<file path="config.mk">
export PLATFORM = sky130hd
export DESIGN_NAME = combi_pipe
export DESIGN_NICKNAME = d
export VERILOG_FILES = /design/src/rtl/combi_pkg.sv /design/src/rtl/combi_stage.sv /design/src/rtl/combi_pipe.sv
export SDC_FILE = /design/constraint.sdc
export NUM_CORES = 1
export LEC_CHECK = 0
export BUFFER_PORTS_ARGS = -buffer_cell sky130_fd_sc_hd__buf_4
export CAP_MARGIN = 20
export CORE_AREA = 8 8 130 132
export CTS_CLUSTER_DIAMETER = 30
export DETAILED_ROUTE_END_ITERATION = 8
export DIE_AREA = 0 0 138 140
export PLACE_DENSITY = 0.46
export REMOVE_ABC_BUFFERS = 1
export SYNTH_ARGS = -nofsm -noshare
export SYNTH_HDL_FRONTEND = slang
export SYNTH_SLANG_ARGS = --single-unit
</file>
<file path="constraint.sdc">
create_clock -name clk -period 2.2 [get_ports clk]
set_input_delay 0.22 -clock clk [delete_from_list [all_inputs] [get_ports clk]]
set_output_delay 0.22 -clock clk [all_outputs]
set_load 0.05 [all_outputs]
</file>
<file path="src/rtl/combi_pkg.sv">
// combi_pkg: gate opcodes and the shared two-input gate function.
// a is the even tree input, b the odd one.
package combi_pkg;

  localparam logic [2:0] OP_AND  = 3'd0;
  localparam logic [2:0] OP_OR   = 3'd1;
  localparam logic [2:0] OP_NAND = 3'd2;
  localparam logic [2:0] OP_NOR  = 3'd3;
  localparam logic [2:0] OP_XOR  = 3'd4;
  localparam logic [2:0] OP_XNOR = 3'd5;
  localparam logic [2:0] OP_PASS = 3'd6;
  localparam logic [2:0] OP_NOT  = 3'd7;

  function automatic logic combi_op(
    input logic [2:0] op,
    input logic       a,
    input logic       b
  );
    logic r;
    r = 1'b0;
    case (op)
      OP_AND:  r = a & b;
      OP_OR:   r = a | b;
      OP_NAND: r = ~(a & b);
      OP_NOR:  r = ~(a | b);
      OP_XOR:  r = a ^ b;
      OP_XNOR: r = ~(a ^ b);
      OP_PASS: r = a;
      OP_NOT:  r = ~a;
      default: r = 1'b0;
    endcase
    return r;
  endfunction

endpackage

</file>
<file path="src/rtl/combi_stage.sv">
// combi_stage: one tree level; W inputs -> W/2 registered gate outputs.
// Ports: up_valid/up_data in, ops per gate, dn_adv in, adv/valid/data out.
module combi_stage
  import combi_pkg::*;
#(
  parameter int W = 16
) (
  input  logic             clk,
  input  logic             rst_n,
  input  logic             up_valid,
  input  logic [W-1:0]     up_data,
  input  logic [3*(W/2)-1:0] ops,
  input  logic             dn_adv,
  output logic             adv,
  output logic             valid,
  output logic [W/2-1:0]   data
);

  localparam int G = W / 2;

  logic         v_q, v_d;
  logic [G-1:0] data_q, data_d;
  logic [G-1:0] gate;

  always_comb begin
    gate = '0;
    for (int g = 0; g < G; g++) begin
      gate[g] = combi_op(ops[3*g +: 3],
                         up_data[2*g],
                         up_data[2*g+1]);
    end
    // an empty stage always takes from upstream
    adv    = !v_q || dn_adv;
    v_d    = v_q;
    data_d = data_q;
    if (adv) begin
      v_d = up_valid;
      if (up_valid) data_d = gate;
    end
  end

  always_ff @(posedge clk) begin
    if (!rst_n) v_q <= 1'b0;
    else        v_q <= v_d;
  end

  always_ff @(posedge clk) begin
    data_q <= data_d;
  end

  assign valid = v_q;
  assign data  = data_q;

endmodule

</file>
<file path="src/rtl/combi_pipe.sv">
// combi_pipe: pipelined configurable gate tree, 2**LEVELS bits -> 1 bit.
// Ports: in_* / out_* valid-ready streams, cfg_load/cfg_ops/cfg_err, busy, out_cnt.
module combi_pipe
  import combi_pkg::*;
#(
  parameter int         LEVELS     = 4,
  parameter logic [2:0] DEFAULT_OP = 3'd0,
  parameter int         CNT_W      = 16
) (
  input  logic                    clk,
  input  logic                    rst_n,
  input  logic                    in_valid,
  output logic                    in_ready,
  input  logic [2**LEVELS-1:0]    in_data,
  output logic                    out_valid,
  input  logic                    out_ready,
  output logic                    out_data,
  input  logic                    cfg_load,
  input  logic [3*(2**LEVELS-1)-1:0] cfg_ops,
  output logic                    cfg_err,
  output logic                    busy,
  output logic [CNT_W-1:0]        out_cnt
);

  localparam int N_IN = 2 ** LEVELS;
  localparam int N_G  = N_IN - 1;
  localparam int OW   = 3 * N_G;

  logic [OW-1:0]    ops_q, ops_d;
  logic [CNT_W-1:0] cnt_q, cnt_d;
  logic             err_q, err_d;

  logic [LEVELS-1:0] v;
  logic [LEVELS:0]   adv;
  // bit k holds the registered output of gate k
  logic [N_G-1:0]    tree;

  logic in_xfer, out_xfer, cfg_ok;

  assign adv[LEVELS] = out_ready;

  for (genvar s = 0; s < LEVELS; s++) begin : g_stage
    localparam int W    = N_IN >> s;
    localparam int BASE = N_IN - W;

    logic [W-1:0] up_data;
    logic         up_valid;

    if (s == 0) begin : g_first
      assign up_data  = in_data;
      assign up_valid = in_valid;
    end else begin : g_rest
      assign up_data  = tree[N_IN-2*W +: W];
      assign up_valid = v[s-1];
    end

    combi_stage #(
      .W(W)
    ) u_stage (
      .clk      (clk),
      .rst_n    (rst_n),
      .up_valid (up_valid),
      .up_data  (up_data),
      .ops      (ops_q[3*BASE +: 3*(W/2)]),
      .dn_adv   (adv[s+1]),
      .adv      (adv[s]),
      .valid    (v[s]),
      .data     (tree[BASE +: W/2])
    );
  end

  assign in_ready  = adv[0];
  assign out_valid = v[LEVELS-1];
  assign out_data  = tree[N_G-1];
  assign busy      = |v;
  assign out_cnt   = cnt_q;
  assign cfg_err   = err_q;

  always_comb begin
    in_xfer  = in_valid && in_ready;
    out_xfer = out_valid && out_ready;
    // ops only change with the tree empty and no word entering
    cfg_ok   = cfg_load && !busy && !in_xfer;
    ops_d    = cfg_ok ? cfg_ops : ops_q;
    cnt_d    = cnt_q + CNT_W'(out_xfer);
    err_d    = cfg_load && !cfg_ok;
  end

  always_ff @(posedge clk) begin
    if (!rst_n) begin
      ops_q <= {N_G{DEFAULT_OP}};
      cnt_q <= '0;
      err_q <= 1'b0;
    end else begin
      ops_q <= ops_d;
      cnt_q <= cnt_d;
      err_q <= err_d;
    end
  end

endmodule
</file>
* After elaboration in Yosys (flattened, before gate mapping)
Index checks and enable logic that the tools add are counted.
** Storage, ports and cells
- Register bits :: 81
- Bits in latches :: 0
- RAM bits :: 0
- Bits in read-only memories :: 0
- Input bits :: 66
- Word-level logic and storage cells :: 273
- Memories :: 0
** Operators by class
- Add/subtract/negate cells :: 1
- $mul :: 0
- Divide/modulo/power cells :: 0
- Order comparisons :: 0
- Eq/ne operators :: 105
- Shift-type cells :: 0
- Multiplexer cells :: 15
- Bitwise gates (word level) :: 105
- Reduce and logical (&&, ||, !) cells :: 36
** Operators with widths (count)
- $eq A3 B3 Y1 const B :: 60
- $pmux W1 S8 :: 15
- $eq A3 B2 Y1 const B :: 30
- $not A1 Y1 :: 60
- $eq A3 B1 Y1 const B :: 15
- $logic_not A3 Y1 :: 15
- $add A16 B1 Y16 :: 1
- $and A1 B1 Y1 :: 15
- $or A1 B1 Y1 :: 15
- $xor A1 B1 Y1 :: 15
- $reduce_and A2 Y1 :: 4
- $logic_not A1 Y1 :: 7
- $logic_and A1 B1 Y1 :: 5
- $logic_or A1 B1 Y1 :: 4
- $reduce_or A4 Y1 :: 1

* Depth between registers and ports, before layout
- Depth in word-level cells :: 10
- Mapped depth :: 7
- Depth with buffers taken out :: 7

* By module
A second synthesis with hierarchy kept.
** Second synthesis, totals
- Cell total of the unflattened synthesis :: 560
- Area, all modules :: 4753.3 µm²
** Modules (own cells, without submodules)
- combi_pipe :: times used 1, cells each 292, area an instance 2497.4 µm², seq. area each 1241.2 µm²
- combi_stage at g_stage[0].u_stage :: times used 1, cells each 135, area an instance 1144.8 µm², seq. area each 260.2 µm²
- combi_stage at g_stage[1].u_stage :: times used 1, cells each 73, area an instance 608.1 µm², seq. area each 140.1 µm²
- combi_stage at g_stage[2].u_stage :: times used 1, cells each 38, area an instance 316.6 µm², seq. area each 80.1 µm²
- combi_stage at g_stage[3].u_stage :: times used 1, cells each 22, area an instance 186.4 µm², seq. area each 50.0 µm²

* Least setup slack after synthesis
OpenSTA, ideal clock, no wires.
- Path kind :: register -> register
- From :: register g_stage[3].u_stage.v_q
- To :: register cnt_q[14], in the netlist out_cnt[14]
- Data arrival time :: 2322 ps
- Required time :: 2124 ps
- Slack :: -197 ps
- Cell stages (with the launch flop) :: 8
- Path buffers :: 0
- Cells stage by stage :: dfxtp_1 -> and2_1 -> ha_1 -> ha_1 -> nand3_1 -> or2_2 -> or4_1 -> a21boi_0
** On the way
- Word-level cells in the longest chain between the ends :: 2
** Ends and longest elaborated chain
- start: declaration :: line combi_stage.sv:21 : logic v_q, v_d;
- start signal: assignment :: line combi_stage.sv:44 : else v_q <= v_d;
- $logic_and A1 B1 Y1 :: line combi_pipe.sv:81 : out_xfer = out_valid && out_ready;
- $add A16 B1 Y16 :: line combi_pipe.sv:85 : cnt_d = cnt_q + CNT_W'(out_xfer);
- end signal: assignment :: line combi_pipe.sv:96 : cnt_q <= cnt_d;
- end: declaration :: line combi_pipe.sv:30 : logic [CNT_W-1:0] cnt_q, cnt_d;
No other way between the ends.
A chain may end at the register's enable or synchronous reset.

* Worst setup path after layout
Ends and elaborated chain as after synthesis.

==> impl_metrics.tcl <==
set metrics [dict create \
    io_buffer_count 86 \
    p_seq_frac 0.458 \
    power.switching_mw 0.833 \
    fin_skew_ps 4.01 \
    power.total_mw 3.57 \
    numCtsBuffers 9 \
    max_stage_delay_ps 500 \
    arrival_ps 2300 \
    grt.total_usage 0.101 \
    drc_errors 0 \
    outcome "finished clean" \
    tns_ps 0 \
    r2r_setup_slack_ps 160 \
    ys_ff_latch 81 \
    synth.cell_area_um2 4350 \
    via_count 3218 \
    max_clock_freq_mhz 489 \
    yosysUniqueCellTypes 33 \
    r2r-start "g_stage[3].u_stage.valid" \
    dpl.hpwl_mm 6.83 \
    reg2reg_depth 7 \
    drive_above_1_share 0.195 \
    drt_pass1_iterations 4 \
    yosysMostFrequentCell "nand2_1" \
    top_layer_used "met4" \
    postSynthAreaPerCell_um2 9.21 \
    peakVddDrop_mv 0.323 \
    rsz0062_at_grt "false" \
    crit_path_end_kind "flop" \
    cts.clk_slew.worst_paths_ps 60 \
    nets 657 \
    gp_congestion 0.771 \
    slew_headroom 0.601 \
    yosysTopAreaCell "dfxtp_1" \
    crit_path_frequent_cell "ha_1" \
    start_kind "flop" \
    setup_ws_ps 157 \
    diodes 0 \
    crit_fanout 4 \
    num_rows 45 \
    seq_area_frac_synth 0.408 \
    clk_latency_ps 330 \
    cap_viol_max_count 0 \
    crit_path_end "out_cnt[14]" \
    slowest_stage "or4_1" \
    finalMaxSlewViolations 0 \
    hold_viol_final 0 \
    path_cells "and2_1 > ha_1 > ha_1 > nand3_2 > or2_2 > or4_1 > a21boi_0" \
    die_w_um 138 \
    grt_pass1_vias 3322 \
    cts_max_level 3 \
    antenna_left 0 \
    synth.top_cell.area_share 0.304 \
    worstMarginPinSlew_ps 599 \
    cts.sinks 81 \
    setup_viol 0 \
    cts_setup_buffers 0 \
    fin_crit_ps 2040 \
    synth_edf_count 15 \
    grt_max_degree 68 \
    worstSetupStartpoint "g_stage[3].u_stage.valid" \
    syn_to_final_growth_pct 25.2 \
    vias_per_cell 4.28 \
    min_path_type "primary input to flop" \
    grt.overflow.total 0 \
    combinationalPowerShare 0.128 \
    clock_path_buffers 2 \
    synthFlopType "dfxtp_1" \
    wl_met2_mm 4.55 \
    powerDensity_nw_per_um2 656 \
    wl_met1_mm 4.41 \
    power_leakage_nw 2.24 \
    yosysWarnings 0 \
    path_class "flop to flop" \
    design.die.area_um2 19300 \
    swShare 0.233 \
    pre_cts_ws_ps 145 \
    clockRootBuffer "clkbuf_16" \
    fin_crit_sh 0.929 \
    cts_tree "built" \
    synth.top_cells.by_count "110 x nand2_1, 66 x dfxtp_1, 46 x inv_1, 38 x xnor2_1, 37 x a21boi_0" \
    wire_per_inst_um 12.5 \
    fp.dieH_um 140 \
    worstPathRequired_ps 2460 \
    netlist_instances 472 \
    start_util 0.292 \
    antenna_found_initial 0 \
    routed-wl-met3_um 261 \
    r2r-end "out_cnt[14]" \
    core_area_um2 14900 \
    fin_util 0.366 \
    wirelength_mm 9.39 \
    intPower_mw 2.73 \
    p_clk_frac 0.414 \
    ios 87 \
    drtIter0Drc 112 \
    yosys-top-cells-area "dfxtp_1 30%, edfxtp_1 10%, nand2_1 9.5%, ha_1 9.2%, xnor2_1 7.7%" \
    grt_pass1_wl_mm 16.0 \
    async_flop_share 0 \
]
flip-flops by register name, summed over array words and instances, names as in the netlist:
| register | flops |
|---|---|
| cfg_err | 1 |
| g_stage.u_stage.data | 15 |
| g_stage.u_stage.valid | 4 |
| ops_q | 45 |
| out_cnt | 16 |
final cells by class:
cell class                 instances  area, µm²
clock buffer                      13        250
multi-input combinational        329       2270
clock inverter                     3       40.0
sequential                        81       1770
inverter                          46        173
timing repair buffer              92        703
fill                            1547       9420
tap                              188        235
placed cells by master (no fill, tap or decap), types with 5 or more instances in the layout:
| cell | count |
|---|---|
| buf_4 | 91 |
| nor2b_1 | 5 |
| nand3_1 | 5 |
| o21ai_0 | 15 |
| clkbuf_16 | 9 |
| ha_1 | 32 |
| mux2i_1 | 31 |
| a21boi_0 | 37 |
| dfxtp_1 | 66 |
| a21boi_1 | 10 |
| inv_1 | 46 |
| xnor2_1 | 38 |
| nand2_1 | 110 |
| and2_1 | 16 |
| edfxtp_1 | 15 |
stage by stage:
| stage | hold WS (ps) | cells | instance area [µm²] |
|---|---|---|---|
| floorplan | 338 | 456 | 4210 |
| global placement | 453 | 736 | 5140 |
| detailed placement | 459 | 736 | 5140 |
| CTS | 120 | 752 | 5440 |
| global route | 126 | 752 | 5440 |
| finish | 135 | 752 | 5440 |
worst max-delay path, delay by kind of cell, from the launching register on:
kind	cells	cell delay [ps]
AOI/OAI and AO/OA	1	160
adders and majority gates	2	360
and+or+nand+nor	4	1090
DFF	1	370
timing repair:
action / 4_1_cts / 5_1_grt
setup endpoints to repair: 0 / 1
resized for setup: 0 / 1
hold buffers: 0 / 0
hold endpoints to repair: 0 / 0
layer usage:
layer,vias up,track usage
li1,1699,-
met1,1462,0.121
met2,46,0.167
met3,11,0.0206
met4,0,0.0498
met5,-,0
worst min-delay path by stage:
stage,endpoint,startpoint,depth (start not counted)
finish,ops_q[10],cfg_ops[10],3
global route,ops_q[10],cfg_ops[10],3
CTS,ops_q[27],cfg_ops[27],3
detailed placement,ops_q[8],ops_q[8],2
global placement,ops_q[8],ops_q[8],2
floorplan,g_stage[1].u_stage.valid,rst_n,1
power by group through the flow:
| stage | logic, mW | registers [mW] | clock network [mW] |
|---|---|---|---|
| 2_1_floorplan | 0.269 | 1.66 | 0 |
| 3_3_place_gp | 0.456 | 1.67 | 0 |
| 3_5_place_dp | 0.468 | 1.67 | 0 |
| 4_1_cts | 0.470 | 1.64 | 1.53 |
| 5_1_grt | 0.521 | 1.64 | 1.60 |
| 6_report | 0.455 | 1.63 | 1.48 |
cell families after synthesis:
family                   count (synthesis)  share of synthesized area
adder cells (fa/ha/maj)                 32                     0.0921
flip-flops                              81                      0.408
XOR/XNOR                                42                     0.0847
buffers and inverters                   62                     0.0717
AO/OA/AOI/OAI                           67                      0.106
AND/OR/NAND/NOR                        157                      0.166
multiplexers                            31                     0.0714
(Power assumes the default switching activity.)
